==> src/rtl/riscv_tag_prop_unit_if.sv <==
// ID/EX/load/debug signal bundle for the tag propagation unit.
// The master drives the ID, load and control inputs; the slave is the unit itself.
interface riscv_tag_prop_unit_if #(
    parameter int ALU_MODE_WIDTH = 2,
    parameter int CNT_WIDTH      = 16
);
    logic                      id_valid_i;
    logic                      id_ready_o;
    logic [ALU_MODE_WIDTH-1:0] alu_operator_i_mode;
    logic                      register_set_i;
    logic                      set_value_i;
    logic [4:0]                rs1_addr_i;
    logic [4:0]                rs2_addr_i;
    logic                      rs2_used_i;
    logic [4:0]                rd_addr_i;
    logic                      rd_we_i;
    logic                      ex_stall_i;
    logic                      flush_i;
    logic                      load_tag_we_i;
    logic [4:0]                load_tag_addr_i;
    logic                      load_tag_i;
    logic                      rs1_tag_o;
    logic                      rs2_tag_o;
    logic                      ex_valid_o;
    logic [4:0]                ex_rd_addr_o;
    logic                      ex_tag_o;
    logic [CNT_WIDTH-1:0]      taint_cnt_o;
    logic                      taint_cnt_clr_i;

    modport master (
        output id_valid_i, alu_operator_i_mode, register_set_i, set_value_i,
               rs1_addr_i, rs2_addr_i, rs2_used_i, rd_addr_i, rd_we_i,
               ex_stall_i, flush_i, load_tag_we_i, load_tag_addr_i, load_tag_i,
               taint_cnt_clr_i,
        input  id_ready_o, rs1_tag_o, rs2_tag_o, ex_valid_o, ex_rd_addr_o,
               ex_tag_o, taint_cnt_o
    );

    modport slave (
        input  id_valid_i, alu_operator_i_mode, register_set_i, set_value_i,
               rs1_addr_i, rs2_addr_i, rs2_used_i, rd_addr_i, rd_we_i,
               ex_stall_i, flush_i, load_tag_we_i, load_tag_addr_i, load_tag_i,
               taint_cnt_clr_i,
        output id_ready_o, rs1_tag_o, rs2_tag_o, ex_valid_o, ex_rd_addr_o,
               ex_tag_o, taint_cnt_o
    );
endinterface

==> src/rtl/riscv_tag_prop_unit.sv <==
// EX-side register tag propagation: 32x1 tag file, ID/EX capture, EX tag
// computation and commit, in-flight forwarding and a saturating taint counter.
module riscv_tag_prop_unit #(
    parameter int ALU_MODE_WIDTH = 2,
    parameter int CNT_WIDTH      = 16
) (
    input logic                   clk,
    input logic                   rst_n,
    riscv_tag_prop_unit_if.slave  bus
);

    localparam logic [ALU_MODE_WIDTH-1:0] ALU_MODE_OLD   = ALU_MODE_WIDTH'(2'b00);
    localparam logic [ALU_MODE_WIDTH-1:0] ALU_MODE_AND   = ALU_MODE_WIDTH'(2'b01);
    localparam logic [ALU_MODE_WIDTH-1:0] ALU_MODE_OR    = ALU_MODE_WIDTH'(2'b10);

    logic [31:0]               r_tag_file;

    logic                      r_ex_valid;
    logic [ALU_MODE_WIDTH-1:0] r_ex_mode;
    logic                      r_ex_reg_set;
    logic                      r_ex_set_value;
    logic                      r_ex_t1;
    logic                      r_ex_t2;
    logic                      r_ex_t_old;
    logic [4:0]                r_ex_rd;
    logic                      r_ex_we;

    logic                      r_out_valid;
    logic [4:0]                r_out_rd;
    logic                      r_out_tag;
    logic [CNT_WIDTH-1:0]      r_taint_cnt;

    logic                      w_capture;
    logic                      w_commit;
    logic                      w_ex_write;
    logic                      w_ex_pending;
    logic                      w_load_write;
    logic                      w_ex_tag;
    logic                      w_rs1_tag;
    logic                      w_rs2_tag;
    logic                      w_rd_tag;
    logic                      w_t2;

    // Priority: in-flight EX result, then WB load write, then the file.
    function automatic logic fwd_read(
        input logic [4:0]  addr,
        input logic [31:0] file,
        input logic        ex_pending,
        input logic [4:0]  ex_rd,
        input logic        ex_tag,
        input logic        ld_we,
        input logic [4:0]  ld_addr,
        input logic        ld_tag
    );
        if (addr == 5'd0)                   return 1'b0;
        if (ex_pending && ex_rd == addr)    return ex_tag;
        if (ld_we && ld_addr == addr)       return ld_tag;
        return file[addr];
    endfunction

    assign w_capture    = bus.id_valid_i && !bus.ex_stall_i;
    assign w_commit     = r_ex_valid && !bus.ex_stall_i && !bus.flush_i;
    assign w_ex_write   = w_commit && r_ex_we && (r_ex_rd != 5'd0);
    assign w_ex_pending = r_ex_valid && r_ex_we && (r_ex_rd != 5'd0);
    // The newer EX instruction wins a same-index collision with the load port.
    assign w_load_write = bus.load_tag_we_i && (bus.load_tag_addr_i != 5'd0) &&
                          !(w_ex_write && (r_ex_rd == bus.load_tag_addr_i));

    assign w_rs1_tag = fwd_read(bus.rs1_addr_i, r_tag_file, w_ex_pending, r_ex_rd, w_ex_tag,
                                bus.load_tag_we_i, bus.load_tag_addr_i, bus.load_tag_i);
    assign w_rs2_tag = fwd_read(bus.rs2_addr_i, r_tag_file, w_ex_pending, r_ex_rd, w_ex_tag,
                                bus.load_tag_we_i, bus.load_tag_addr_i, bus.load_tag_i);
    assign w_rd_tag  = fwd_read(bus.rd_addr_i, r_tag_file, w_ex_pending, r_ex_rd, w_ex_tag,
                                bus.load_tag_we_i, bus.load_tag_addr_i, bus.load_tag_i);
    assign w_t2      = bus.rs2_used_i ? w_rs2_tag : w_rs1_tag;

    always_comb begin
        // NOTE: assign a default before any branch so no path leaves the signal unassigned (no latch).
        w_ex_tag = 1'b0;
        if (r_ex_reg_set) begin
            w_ex_tag = r_ex_set_value;
        end else begin
            case (r_ex_mode)
                ALU_MODE_OLD: w_ex_tag = r_ex_t_old;
                ALU_MODE_AND: w_ex_tag = r_ex_t1 & r_ex_t2;
                ALU_MODE_OR:  w_ex_tag = r_ex_t1 | r_ex_t2;
                default:      w_ex_tag = 1'b0;
            endcase
        end
    end

    // NOTE: the tag file is only 32 flops and must read all-zero after reset, so it is reset like any register.
    always_ff @(posedge clk or negedge rst_n) begin
        if (!rst_n) begin
            r_tag_file <= '0;
        end else begin
            // NOTE: sequential state uses non-blocking assignments so every flop samples pre-edge values.
            if (w_load_write) r_tag_file[bus.load_tag_addr_i] <= bus.load_tag_i;
            if (w_ex_write)   r_tag_file[r_ex_rd]             <= w_ex_tag;
        end
    end

    always_ff @(posedge clk or negedge rst_n) begin
        if (!rst_n) begin
            r_ex_valid     <= 1'b0;
            r_ex_mode      <= '0;
            r_ex_reg_set   <= 1'b0;
            r_ex_set_value <= 1'b0;
            r_ex_t1        <= 1'b0;
            r_ex_t2        <= 1'b0;
            r_ex_t_old     <= 1'b0;
            r_ex_rd        <= 5'd0;
            r_ex_we        <= 1'b0;
        end else if (bus.flush_i) begin
            r_ex_valid <= 1'b0;
        end else if (!bus.ex_stall_i) begin
            r_ex_valid <= bus.id_valid_i;
            if (w_capture) begin
                r_ex_mode      <= bus.alu_operator_i_mode;
                r_ex_reg_set   <= bus.register_set_i;
                r_ex_set_value <= bus.set_value_i;
                r_ex_t1        <= w_rs1_tag;
                r_ex_t2        <= w_t2;
                r_ex_t_old     <= w_rd_tag;
                r_ex_rd        <= bus.rd_addr_i;
                r_ex_we        <= bus.rd_we_i;
            end
        end
    end

    always_ff @(posedge clk or negedge rst_n) begin
        if (!rst_n) begin
            r_out_valid <= 1'b0;
            r_out_rd    <= 5'd0;
            r_out_tag   <= 1'b0;
            r_taint_cnt <= '0;
        end else begin
            r_out_valid <= w_commit;
            if (w_commit) begin
                r_out_rd  <= r_ex_rd;
                r_out_tag <= w_ex_tag;
            end
            if (bus.taint_cnt_clr_i) begin
                r_taint_cnt <= '0;
            end else if (w_ex_write && w_ex_tag && !(&r_taint_cnt)) begin
                r_taint_cnt <= r_taint_cnt + 1'b1;
            end
        end
    end

    assign bus.id_ready_o   = !bus.ex_stall_i;
    assign bus.rs1_tag_o    = w_rs1_tag;
    assign bus.rs2_tag_o    = w_rs2_tag;
    assign bus.ex_valid_o   = r_out_valid;
    assign bus.ex_rd_addr_o = r_out_rd;
    assign bus.ex_tag_o     = r_out_tag;
    assign bus.taint_cnt_o  = r_taint_cnt;

endmodule

==> src/flat_wrapper.sv <==
// flat-port wrapper written by rule: the top's interface ports become plain ports
module riscv_tag_prop_unit_flat 
#(
    parameter int ALU_MODE_WIDTH = 2,
    parameter int CNT_WIDTH      = 16
)
  (clk, rst_n, bus_id_valid_i, bus_alu_operator_i_mode, bus_register_set_i, bus_set_value_i, bus_rs1_addr_i, bus_rs2_addr_i, bus_rs2_used_i, bus_rd_addr_i, bus_rd_we_i, bus_ex_stall_i, bus_flush_i, bus_load_tag_we_i, bus_load_tag_addr_i, bus_load_tag_i, bus_taint_cnt_clr_i, bus_id_ready_o, bus_rs1_tag_o, bus_rs2_tag_o, bus_ex_valid_o, bus_ex_rd_addr_o, bus_ex_tag_o, bus_taint_cnt_o);
  riscv_tag_prop_unit_if #(.ALU_MODE_WIDTH(ALU_MODE_WIDTH), .CNT_WIDTH(CNT_WIDTH)) bus_i ();
  input logic clk;
  input logic rst_n;
  input wire logic [$bits(bus_i.id_valid_i)-1:0] bus_id_valid_i;
  input wire logic [$bits(bus_i.alu_operator_i_mode)-1:0] bus_alu_operator_i_mode;
  input wire logic [$bits(bus_i.register_set_i)-1:0] bus_register_set_i;
  input wire logic [$bits(bus_i.set_value_i)-1:0] bus_set_value_i;
  input wire logic [$bits(bus_i.rs1_addr_i)-1:0] bus_rs1_addr_i;
  input wire logic [$bits(bus_i.rs2_addr_i)-1:0] bus_rs2_addr_i;
  input wire logic [$bits(bus_i.rs2_used_i)-1:0] bus_rs2_used_i;
  input wire logic [$bits(bus_i.rd_addr_i)-1:0] bus_rd_addr_i;
  input wire logic [$bits(bus_i.rd_we_i)-1:0] bus_rd_we_i;
  input wire logic [$bits(bus_i.ex_stall_i)-1:0] bus_ex_stall_i;
  input wire logic [$bits(bus_i.flush_i)-1:0] bus_flush_i;
  input wire logic [$bits(bus_i.load_tag_we_i)-1:0] bus_load_tag_we_i;
  input wire logic [$bits(bus_i.load_tag_addr_i)-1:0] bus_load_tag_addr_i;
  input wire logic [$bits(bus_i.load_tag_i)-1:0] bus_load_tag_i;
  input wire logic [$bits(bus_i.taint_cnt_clr_i)-1:0] bus_taint_cnt_clr_i;
  output wire logic [$bits(bus_i.id_ready_o)-1:0] bus_id_ready_o;
  output wire logic [$bits(bus_i.rs1_tag_o)-1:0] bus_rs1_tag_o;
  output wire logic [$bits(bus_i.rs2_tag_o)-1:0] bus_rs2_tag_o;
  output wire logic [$bits(bus_i.ex_valid_o)-1:0] bus_ex_valid_o;
  output wire logic [$bits(bus_i.ex_rd_addr_o)-1:0] bus_ex_rd_addr_o;
  output wire logic [$bits(bus_i.ex_tag_o)-1:0] bus_ex_tag_o;
  output wire logic [$bits(bus_i.taint_cnt_o)-1:0] bus_taint_cnt_o;
  assign bus_i.id_valid_i = bus_id_valid_i;
  assign bus_i.alu_operator_i_mode = bus_alu_operator_i_mode;
  assign bus_i.register_set_i = bus_register_set_i;
  assign bus_i.set_value_i = bus_set_value_i;
  assign bus_i.rs1_addr_i = bus_rs1_addr_i;
  assign bus_i.rs2_addr_i = bus_rs2_addr_i;
  assign bus_i.rs2_used_i = bus_rs2_used_i;
  assign bus_i.rd_addr_i = bus_rd_addr_i;
  assign bus_i.rd_we_i = bus_rd_we_i;
  assign bus_i.ex_stall_i = bus_ex_stall_i;
  assign bus_i.flush_i = bus_flush_i;
  assign bus_i.load_tag_we_i = bus_load_tag_we_i;
  assign bus_i.load_tag_addr_i = bus_load_tag_addr_i;
  assign bus_i.load_tag_i = bus_load_tag_i;
  assign bus_i.taint_cnt_clr_i = bus_taint_cnt_clr_i;
  assign bus_id_ready_o = bus_i.id_ready_o;
  assign bus_rs1_tag_o = bus_i.rs1_tag_o;
  assign bus_rs2_tag_o = bus_i.rs2_tag_o;
  assign bus_ex_valid_o = bus_i.ex_valid_o;
  assign bus_ex_rd_addr_o = bus_i.ex_rd_addr_o;
  assign bus_ex_tag_o = bus_i.ex_tag_o;
  assign bus_taint_cnt_o = bus_i.taint_cnt_o;
  riscv_tag_prop_unit #(.ALU_MODE_WIDTH(ALU_MODE_WIDTH), .CNT_WIDTH(CNT_WIDTH)) u_core (.clk(clk), .rst_n(rst_n), .bus(bus_i));
endmodule
==> config.mk <==
export PLATFORM = sky130hd
export DESIGN_NAME = riscv_tag_prop_unit_flat
export DESIGN_NICKNAME = d
export VERILOG_FILES = /design/src/rtl/riscv_tag_prop_unit_if.sv /design/src/rtl/riscv_tag_prop_unit.sv /design/src/flat_wrapper.sv
export SDC_FILE = /design/constraint.sdc
export NUM_CORES = 1
export LEC_CHECK = 0
export BUFFER_PORTS_ARGS = -buffer_cell sky130_fd_sc_hd__buf_2
export CORE_MARGIN = 2
export CORE_UTILIZATION = 50
export CTS_CLUSTER_DIAMETER = 100
export DETAILED_ROUTE_END_ITERATION = 10
export GPL_ROUTABILITY_DRIVEN = 0
export PLACE_DENSITY = 0.81
export SLEW_MARGIN = 20
export SYNTH_ARGS = -nofsm -noshare
export SYNTH_HDL_FRONTEND = slang
export SYNTH_SLANG_ARGS = --single-unit
==> constraint.sdc <==
create_clock -name clk -period 2.5 [get_ports clk]
set_input_delay 0.375 -clock clk [delete_from_list [all_inputs] [get_ports clk]]
set_output_delay 0.375 -clock clk [all_outputs]
set_load 0.01 [all_outputs]
* After elaboration in Yosys (flattened, before gate mapping)
Cells that the tools add are included.
Word-level totals: register bits 69, input bits 34, output and inout port bits 26, logic and storage cells 126
Operators by class: add/sub/neg operators 1, $lt $le $gt $ge 7, equality and inequality tests 10, muxes and demuxes 57, bitwise gates (word level) 4, reductions and logical operators 33
Operators with widths (count):
- $bwmux 32 | 2
- $mux 32 | 2
- $mux 1 | 45
- $eq 5x5->1 | 7
- $mux 16 | 2
- $lt 5x6->1 const B | 5
- $logic_and 1x1->1 | 20
- $add 16x1->16 const B | 1
- $reduce_and 16->1 | 1
- $bmux 1 s5 | 3
- $logic_not 5->1 | 3
- $demux 1 s5 | 2
- $ge 5x1->1 const B | 2
- $reduce_bool 5->1 | 2
- $logic_not 1->1 | 4
- $pmux 1 s3 | 1
- $reduce_and 3->1 | 1
- $eq 2x1->1 const B | 1
- $eq 2x2->1 const B | 1
- $logic_not 2->1 | 1
- $ne 2x1->1 const B | 1
- $not 1->1 | 2
- $reduce_bool 2->1 | 1
- $and 1x1->1 | 1
- $or 1x1->1 | 1

* Longest topological paths before layout
Gate-level depths: netlist of the first run.
depth in word-level cells 11, gate-level depth with buffers 8, depth with buffers taken out 6

* Least setup slack after synthesis of the first run
No wires, ideal clock.
kind input port to output port, from input port bus_rs1_addr_i[1], to output port bus_rs1_tag_o, arrival 1.982 ns, required time 2.125 ns, slack 0.143 ns, stages on the path 7, path buffers 1, path through buf_2 mux4_2 mux2_2 a2bb2o_1 o31ai_1 o21ai_0 nor2_1
Between the ends: cells in the longest elaborated chain, start to end 8, elaborated cells on any way between the ends 18, classes of those cells eq/ne (2); mux (13); reduce/logical (3)
RTL lines:
- start, declared | RTL line flat_wrapper.sv:15 | input wire logic [$bits(bus_i.rs1_addr_i)-1:0] bus_rs1_addr_i;
- $eq 5x5->1 | RTL line riscv_tag_prop_unit.sv:57 | if (ld_we && ld_addr == addr) return ld_tag;
- $logic_and 1x1->1 | RTL line riscv_tag_prop_unit.sv:57
- $mux 1 (2 in series) | RTL line riscv_tag_prop_unit.sv:57
- $mux 1 | RTL line riscv_tag_prop_unit.sv:56 | if (ex_pending && ex_rd == addr) return ex_tag;
- $mux 1 | RTL line riscv_tag_prop_unit.sv:58 | return file[addr];
- $mux 1 | RTL line riscv_tag_prop_unit.sv:57
- $mux 1 (*) | RTL line riscv_tag_prop_unit.sv:56
- end, declared | RTL line flat_wrapper.sv:27 | output wire logic [$bits(bus_i.rs1_tag_o)-1:0] bus_rs1_tag_o;
Mark *: on every way between the ends. The rest lies on a longest branch, timed or not. The select of a mux whose other input is x is not followed.

* Final worst setup path of the first run
from register u_core.r_tag_file[30], to output port bus_rs2_tag_o
Between the ends: cells in the longest elaborated chain, start to end 5
RTL lines:
- start, declared | RTL line riscv_tag_prop_unit.sv:16 | logic [31:0] r_tag_file;
- start signal, assigned by index | RTL line riscv_tag_prop_unit.sv:98 | if (w_load_write) r_tag_file[bus.load_tag_addr_i] <= bus.load_tag_i;
- start signal, assigned by index | RTL line riscv_tag_prop_unit.sv:99 | if (w_ex_write) r_tag_file[r_ex_rd] <= w_ex_tag;
- $bmux 1 s5 | RTL line riscv_tag_prop_unit.sv:58
- $mux 1 (not written as such) | RTL line riscv_tag_prop_unit.sv:58
- $mux 1 | RTL line riscv_tag_prop_unit.sv:58
- $mux 1 | RTL line riscv_tag_prop_unit.sv:57
- $mux 1 | RTL line riscv_tag_prop_unit.sv:56
- end, declared | RTL line flat_wrapper.sv:28 | output wire logic [$bits(bus_i.rs2_tag_o)-1:0] bus_rs2_tag_o;
Every way passes these cells. The select of a mux whose other input is x is not followed.

==> results of run 1 <==
-- worst max path at each step --
| stage | endpoint |
|---|---|
| 6_report | bus_rs2_tag_o |
| 5_1_grt | bus_rs2_tag_o |
| 4_1_cts | bus_rs2_tag_o |
| 3_5_place_dp | bus_rs2_tag_o |
| 3_3_place_gp | bus_rs2_tag_o |
| 2_1_floorplan | bus_rs1_tag_o |
-- synthesized netlist by cell type (5+ instances only) --
master,instances
nand2_1,73
dfrtp_1,69
mux2i_1,64
nor2_1,45
clkbuf_1,29
mux4_2,26
xnor2_1,22
xor2_1,21
nor3_1,13
mux2_2,11
nand3_1,10
o21ai_0,10
inv_1,9
nand4_1,9
buf_2,8
nand2b_1,8
nor4_1,8
a21oi_1,7
o31ai_1,6
or3_1,6
or4_1,6
nor2b_1,5
-- routing by layer --
layer	global-route usage, %	up-vias
met5	0	-
met4	13.3	2
met3	5.32	79
met2	43.3	298
met1	34.1	2261
li1	-	2004
-- where the power goes --
part           total (uW)  internal [uW]  switching, uW
clock network         884            381            502
registers            1490           1290            198
logic                1270            598            668
total                3640           2270           1370
-- layout make-up --
type / instances / area, um2 / area share [%]
Antenna cell: 1 / 2.50 / 0.0412
Clock buffer: 9 / 124 / 2.04
Clock inverter: 7 / 67.6 / 1.11
Inverter: 9 / 33.8 / 0.556
Multi-Input combinational cell: 401 / 3370 / 55.5
Sequential cell: 69 / 1730 / 28.4
Tap cell: 136 / 170 / 2.80
Timing Repair Buffer: 96 / 577 / 9.50
-- through the flow --
stage / TNS [ns] / total power, uW / hold slack (ns) / utilization (%)
3_3_place_gp: -0.0376 / 2580 / 0.411 / 55.9
5_1_grt: -0.354 / 3780 / 0.228 / 59.6
3_5_place_dp: -0.120 / 2630 / 0.409 / 55.9
6_report: -0.285 / 3640 / 0.202 / 59.6
4_1_cts: -0.203 / 3570 / 0.217 / 59.0
2_1_floorplan: 0 / 2200 / 0.0794 / -
-- flip-flops by register name, summed over array words and instances (netlist names) --
| name | cells |
|---|---|
| u_core.r_ex_t1 | 1 |
| u_core.bus.ex_tag_o | 1 |
| u_core.bus.ex_valid_o | 1 |
| u_core.r_ex_mode | 2 |
| u_core.bus.taint_cnt_o | 16 |
| u_core.r_ex_rd | 5 |
| u_core.bus.ex_rd_addr_o | 5 |
| u_core.r_ex_valid | 1 |
| u_core.r_ex_set_value | 1 |
| u_core.r_ex_t2 | 1 |
| u_core.r_ex_reg_set | 1 |
| u_core.r_ex_t_old | 1 |
| u_core.r_ex_we | 1 |
| u_core.r_tag_file | 32 |
-- worst max-delay path, delay by kind of cell, from the launching register on --
family	cells	cell delay [ns]
AOI/OAI and AO/OA	3	0.88
DFF	1	0.46
muxes	2	0.34
buffers and inverters	1	0.17
and+or+nand+nor	1	0.10
-- what timing repair did --
item                       4_1_cts  5_1_grt
resized for setup               18        7
gates cloned                     0        0
setup endpoints to repair        2        2
buffers inserted                 5        1
pin swaps                        8        5
-- cells by family (layout without fill, tap and decap cells) --
group	count (synthesis)	count (layout)	share of synthesized area, %
DFF	69	69	33.5
and+or+nand+nor	207	207	20.1
other	0	1	0
AOI/OAI and AO/OA	49	49	8.68
buffers and inverters	51	121	4.05
adders and majority gates	1	1	0.242
xor gates and xnor gates	43	43	7.30
muxes	101	101	26.2
==> out/qor.txt, run 1 <==
RSZ-0062 raised after global routing: true
Synth async-reset ratio: 100%
Post-Syn Instances: 521
Crit Path Category: flip-flop to output port
commonest non-fill, non-tap cell in the layout: nand2_1
num rows: 37
Final Cell Area: 0.00607 mm2
vias in the first global route: 4581
Max Cap Viol: 0
reg2reg start: u_core.r_ex_rd[1]$_DFFE_PN0P_
Leak: 0.00263 uW
Die Ht: 106 um
first-pass GRT wire length: 23400 um
worst slew pin tran: 0.869 ns
DR iter-0 viols: 663
YS warnings: 0
Netlist cell types: 53
WL met3: 1450 um
Worst Clk Skew: 0.0186 ns
Met1 Routed Length: 5420 um
max frequency: 373 MHz
maximum single-stage delay on the critical path: 0.46 ns
cells along the critical path: mux4_2, mux2i_1, a32o_2, o41ai_4, nor2_1, a211oi_1, buf_2
syn_area_per_cell: 9.90 um2
most frequent cells in the layout: nand2_1 (73), dfrtp_1 (69), mux2i_1 (64), buf_2 (59), nor2_1 (45)
Synth area leader: dfrtp_1
cts bufs inserted: 9
clock-pin slew on the worst setup and hold paths: 0.09 ns
VDD IR max: 393 uV
Reg2Reg Depth: 7
period utilization: 107%
Clock Latency Late Sink: 0.36 ns
IO Pins: 60
failing checks: negative setup slack
Final min period: 2.68 ns
Die X: 106 um
Setup WS pre-CTS: -0.103 ns
CP Capture Type: output port
critical path startpoint category: flip-flop
R2R Path End: u_core.r_tag_file[13]$_DFF_PN0_
largest cells by area after synthesis: dfrtp_1 (33%), mux2i_1 (12%), mux4_2 (11%)
Crit-path slowest cell: dfrtp_1
initial antenna violation count: 2
vias after detailed routing: 4644
Remaining Overflow, GRT: 0
worst setup path startpoint: u_core.r_tag_file[30]$_DFF_PN0_
Via density: 6.38
critical-path maximum fanout: 3
Final Net Count: 621
reg-to-reg slack, setup: 0.09 ns
most common flop cell mapped by yosys: dfrtp_1
synthesized flop and latch total: 69
root buffer cell: clkbuf_8
number of remaining DRC errors: 0
Detail Route Antenna Nets: 0
relative max-transition margin: 42.0%
Cell Pwr Density: 599 mW/mm2
Total GRT Usage: 26.7%
final setup fails: 2
Mapped Area: 0.00516 mm2
Post-Route WL: 14600 um
top cell type's share of synthesized area: 33.5%
Post-Layout Cell Count: 728
Worst Path Required: 2.12 ns
Num Clock Sinks: 69
H-tree depth: 3
Final HPWL DP: 10500 um
die area: 0.0111 mm2
effective utilization at floorplan: 50.7%
share of layout cells above drive strength 1: 29.6%
Critical Path AT: 2.31 ns
TritonCTS clock tree: done
largest net degree at the start of global routing: 70
post-synthesis sequential area ratio: 33.5%
Final Max Slew Viols: 0
Core Area: 0.0102 mm2
fillcell total: 792
total placed cells including tap cells: 705
met2 routed WL: 6910 um
hold buffer count at cts: 0
drt first pass iters: 6
Placement Cell Area: 0.00570 mm2
Syn-to-layout area delta: 17.7%
outcome: complete, but fails checks
EDFF count, synth: 0
syn_nets: 556
worst min-delay path class: primary input to asynchronous set/reset pin
endpoints failing hold: 0
Clock Path Buffers: 2
Setup WS post-layout: -0.180 ns
WL/cell: 20.0 um
I/O Buffers: 59
Top Layer Used: met5
Power figures use the tool's default switching activity.
==> run 2, diff against run 1 <==
--- a/config.mk
+++ b/config.mk
@@ -6,8 +6,10 @@
 export NUM_CORES = 1
 export LEC_CHECK = 0
 export BUFFER_PORTS_ARGS = -buffer_cell sky130_fd_sc_hd__buf_2
+export CAP_MARGIN = 10
 export CORE_MARGIN = 2
 export CORE_UTILIZATION = 50
+export CTS_BUF_LIST = sky130_fd_sc_hd__clkbuf_8 sky130_fd_sc_hd__clkbuf_16
 export CTS_CLUSTER_DIAMETER = 100
 export DETAILED_ROUTE_END_ITERATION = 10
 export GPL_ROUTABILITY_DRIVEN = 0
==> constraint.sdc (replaced) <==
create_clock -name clk -period 2.5 [get_ports clk]
set_input_delay 0.125 -clock clk [delete_from_list [all_inputs] [get_ports clk]]
set_output_delay 0.125 -clock clk [all_outputs]
set_load 0.01 [all_outputs]
==> out/qor.txt, run 2 (synthesized netlist as in run 1, its figures left out) <==
outcome: completed (was complete, but fails checks)
commonest non-fill, non-tap cell in the layout: nand2_1 (unchanged)
vias in the first global route: 4328 (was 4581)
I/O Buffers: 59 (unchanged)
drt first pass iters: 5 (was 6)
Final Cell Area: 0.00596 mm2 (was 0.00607 mm2)
Via density: 6.32 (was 6.38)
number of flip-flops in the largest register: 32 (unchanged)
num rows: 37 (unchanged)
ant diodes: 0 (was 1)
Clock Latency Late Sink: 0.36 ns (about the same)
setup total negative slack: 0 ns (was -0.285 ns)
effective utilization at floorplan: 50.7% (unchanged)
cts bufs inserted: 9 (unchanged)
vias after detailed routing: 4547 (was 4644)
clock-pin slew on the worst setup and hold paths: 0.07 ns (was 0.09 ns)
Final HPWL DP: 10000 um (was 10500 um)
relative max-transition margin: 45.8% (was 42.0%)
critical-path maximum fanout: 4 (was 3)
Die Ht: 106 um (unchanged)
Final Max Slew Viols: 0 (unchanged)
endpoints failing hold: 0 (unchanged)
Remaining Overflow, GRT: 0 (unchanged)
Post-Route WL: 14300 um (was 14600 um)
Total GRT Usage: 26.0% (was 26.7%)
VDD IR max: 309 uV (was 393 uV)
IO Pins: 60 (unchanged)
Core Area: 0.0102 mm2 (unchanged)
Final Net Count: 613 (was 621)
RSZ-0062 raised after global routing: false (was true)
critical path startpoint category: flip-flop (unchanged)
initial antenna violation count: 0 (was 2)
largest net degree at the start of global routing: 37 (was 70)
most frequent cells in the layout: nand2_1 (73), dfrtp_1 (68), mux2i_1 (64), buf_2 (59), nor2_1 (45) (was nand2_1 (73), dfrtp_1 (69), mux2i_1 (64), buf_2 (59), nor2_1 (45))
Crit Path Category: flip-flop to output port (unchanged)
Critical Path AT: 2.34 ns (was 2.31 ns)
met2 GRT Util: 42.0% (was 43.3%)
Leak: 0.00257 uW (was 0.00263 uW)
share of layout cells above drive strength 1: 27.1% (was 29.6%)
root buffer cell: clkbuf_8 (unchanged)
Num Clock Sinks: 69 (unchanged)
die area: 0.0111 mm2 (unchanged)
gr busiest metal: met2 (unchanged)
Cell Pwr Density: 588 mW/mm2 (was 599 mW/mm2)
first-pass GRT wire length: 22500 um (was 23400 um)
Worst Path Required: 2.38 ns (was 2.12 ns)
Syn-to-layout area delta: 15.5% (was 17.7%)
DR iter-0 viols: 542 (was 663)
max frequency: 406 MHz (was 373 MHz)
Final min period: 2.47 ns (was 2.68 ns)
met1 Use GR: 33.2% (was 34.1%)
Placement Cell Area: 0.00560 mm2 (was 0.00570 mm2)
Largest Register: u_core.r_tag_file (unchanged)
Detail Route Antenna Nets: 0 (unchanged)
final setup fails: 0 (was 2)
Worst Clk Skew: 0.0143 ns (was 0.0186 ns)
CP Capture Type: output port (unchanged)
worst slew pin tran: 0.813 ns (was 0.869 ns)
H-tree depth: 3 (unchanged)
M3 GR Usage: 5.81% (was 5.32%)
number of remaining DRC errors: 0 (unchanged)
Die X: 106 um (unchanged)
Max Cap Viol: 0 (unchanged)
TritonCTS clock tree: done (unchanged)
Clock Path Buffers: 2 (unchanged)
worst min-delay path class: primary input to flip-flop (was primary input to asynchronous set/reset pin)
WL/cell: 19.9 um (was 20.0 um)
period utilization: 98.6% (was 107%)
[run 2: changes by cell type in the layout (fill, tap and decap cells not counted), moves of 2 or more]
cell           change
buf_12             +2
buf_4             -16
clkinv_2           +2
clkinv_4           +2
clkinvlp_4         -3
dlygate4sd3_1      +7
mux2_2             +3
mux2_4             -3
nor3b_2            +2
nor3b_4            -2
[run 2: final timing paths]
path | start | cells after the start | slack, ns | end
worst max-delay path | u_core.r_tag_file[30]$_DFF_PN0_ | 7 | 0.03 | bus_rs1_tag_o
worst min-delay path | bus_rd_addr_i[2] | 3 | 0.06 | u_core.r_ex_rd[2]$_DFFE_PN0P_
worst max register to register | u_core.r_ex_rd[0]$_DFFE_PN0P_ | 7 | 0.17 | u_core.r_tag_file[1]$_DFF_PN0_
worst min register to register | u_core.r_tag_file[0]$_DFF_PN0_ | 0 | 0.43 | u_core.r_tag_file[0]$_DFF_PN0_
max in group asynchronous | rst_n | 3 | 1.44 | u_core.r_tag_file[14]$_DFF_PN0_
min in group asynchronous | rst_n | 2 | 0.38 | u_core.bus.taint_cnt_o[8]$_DFFE_PN0P_
[run 2: routing by layer]
layer	part of all wire (%)	vias up	wire [um]
met3	8.9	73	1270
met2	47	260	6710
met1	39	2219	5610
met4	4.9	0	706
met5	0	-	0
li1	-	1995	-
[run 2: report_power, final]
part           switching [uW]  total, uW  leakage (uW)  internal (uW)
logic                     627       1170       0.00157            542
registers                 174       1470      0.000898           1290
clock network             475        868     0.0000970            394
total                    1280       3500       0.00257           2230
[run 2: layout make-up]
class	instances	area, um2
multi-input cells	401	3290
well taps	136	170
clock buffers	10	138
repair buffers	88	556
fillers	824	4230
inverters	9	33.8
flip-flops and latches	69	1730
clock inverters	6	45.0
[run 2: critical path, stage by stage (launching register included)]
cell      delay, ns
dfrtp_1        0.43
mux4_2         0.49
mux2_2         0.31
a2bb2o_2       0.27
o31ai_2        0.08
o21ai_1        0.18
nor2_1         0.07
buf_2          0.14
[run 2: stage by stage]
step | worst slack (ns) | hold slack [ns] | util, % | total power (uW) | std cells
finish | 0.0345 | 0.0583 | 58.5 | 3500 | 719
global route | 0.000740 | 0.0752 | 58.5 | 3660 | 719
CTS | 0.00217 | 0.0524 | 57.8 | 3470 | 716
detailed placement | 0.0424 | 0.246 | 55.0 | 2580 | 690
global placement | 0.123 | 0.254 | 55.0 | 2530 | 690
floorplan | 0.347 | -0.171 | - | 2200 | 521
[run 2: what timing repair did]
item,in CTS,in global routing
pin swaps,1,2
hold buffers,7,0
buffers inserted,3,3
gates resized for setup,3,9
endpoints found under the hold margin,39,0
endpoints found under the setup margin,2,10
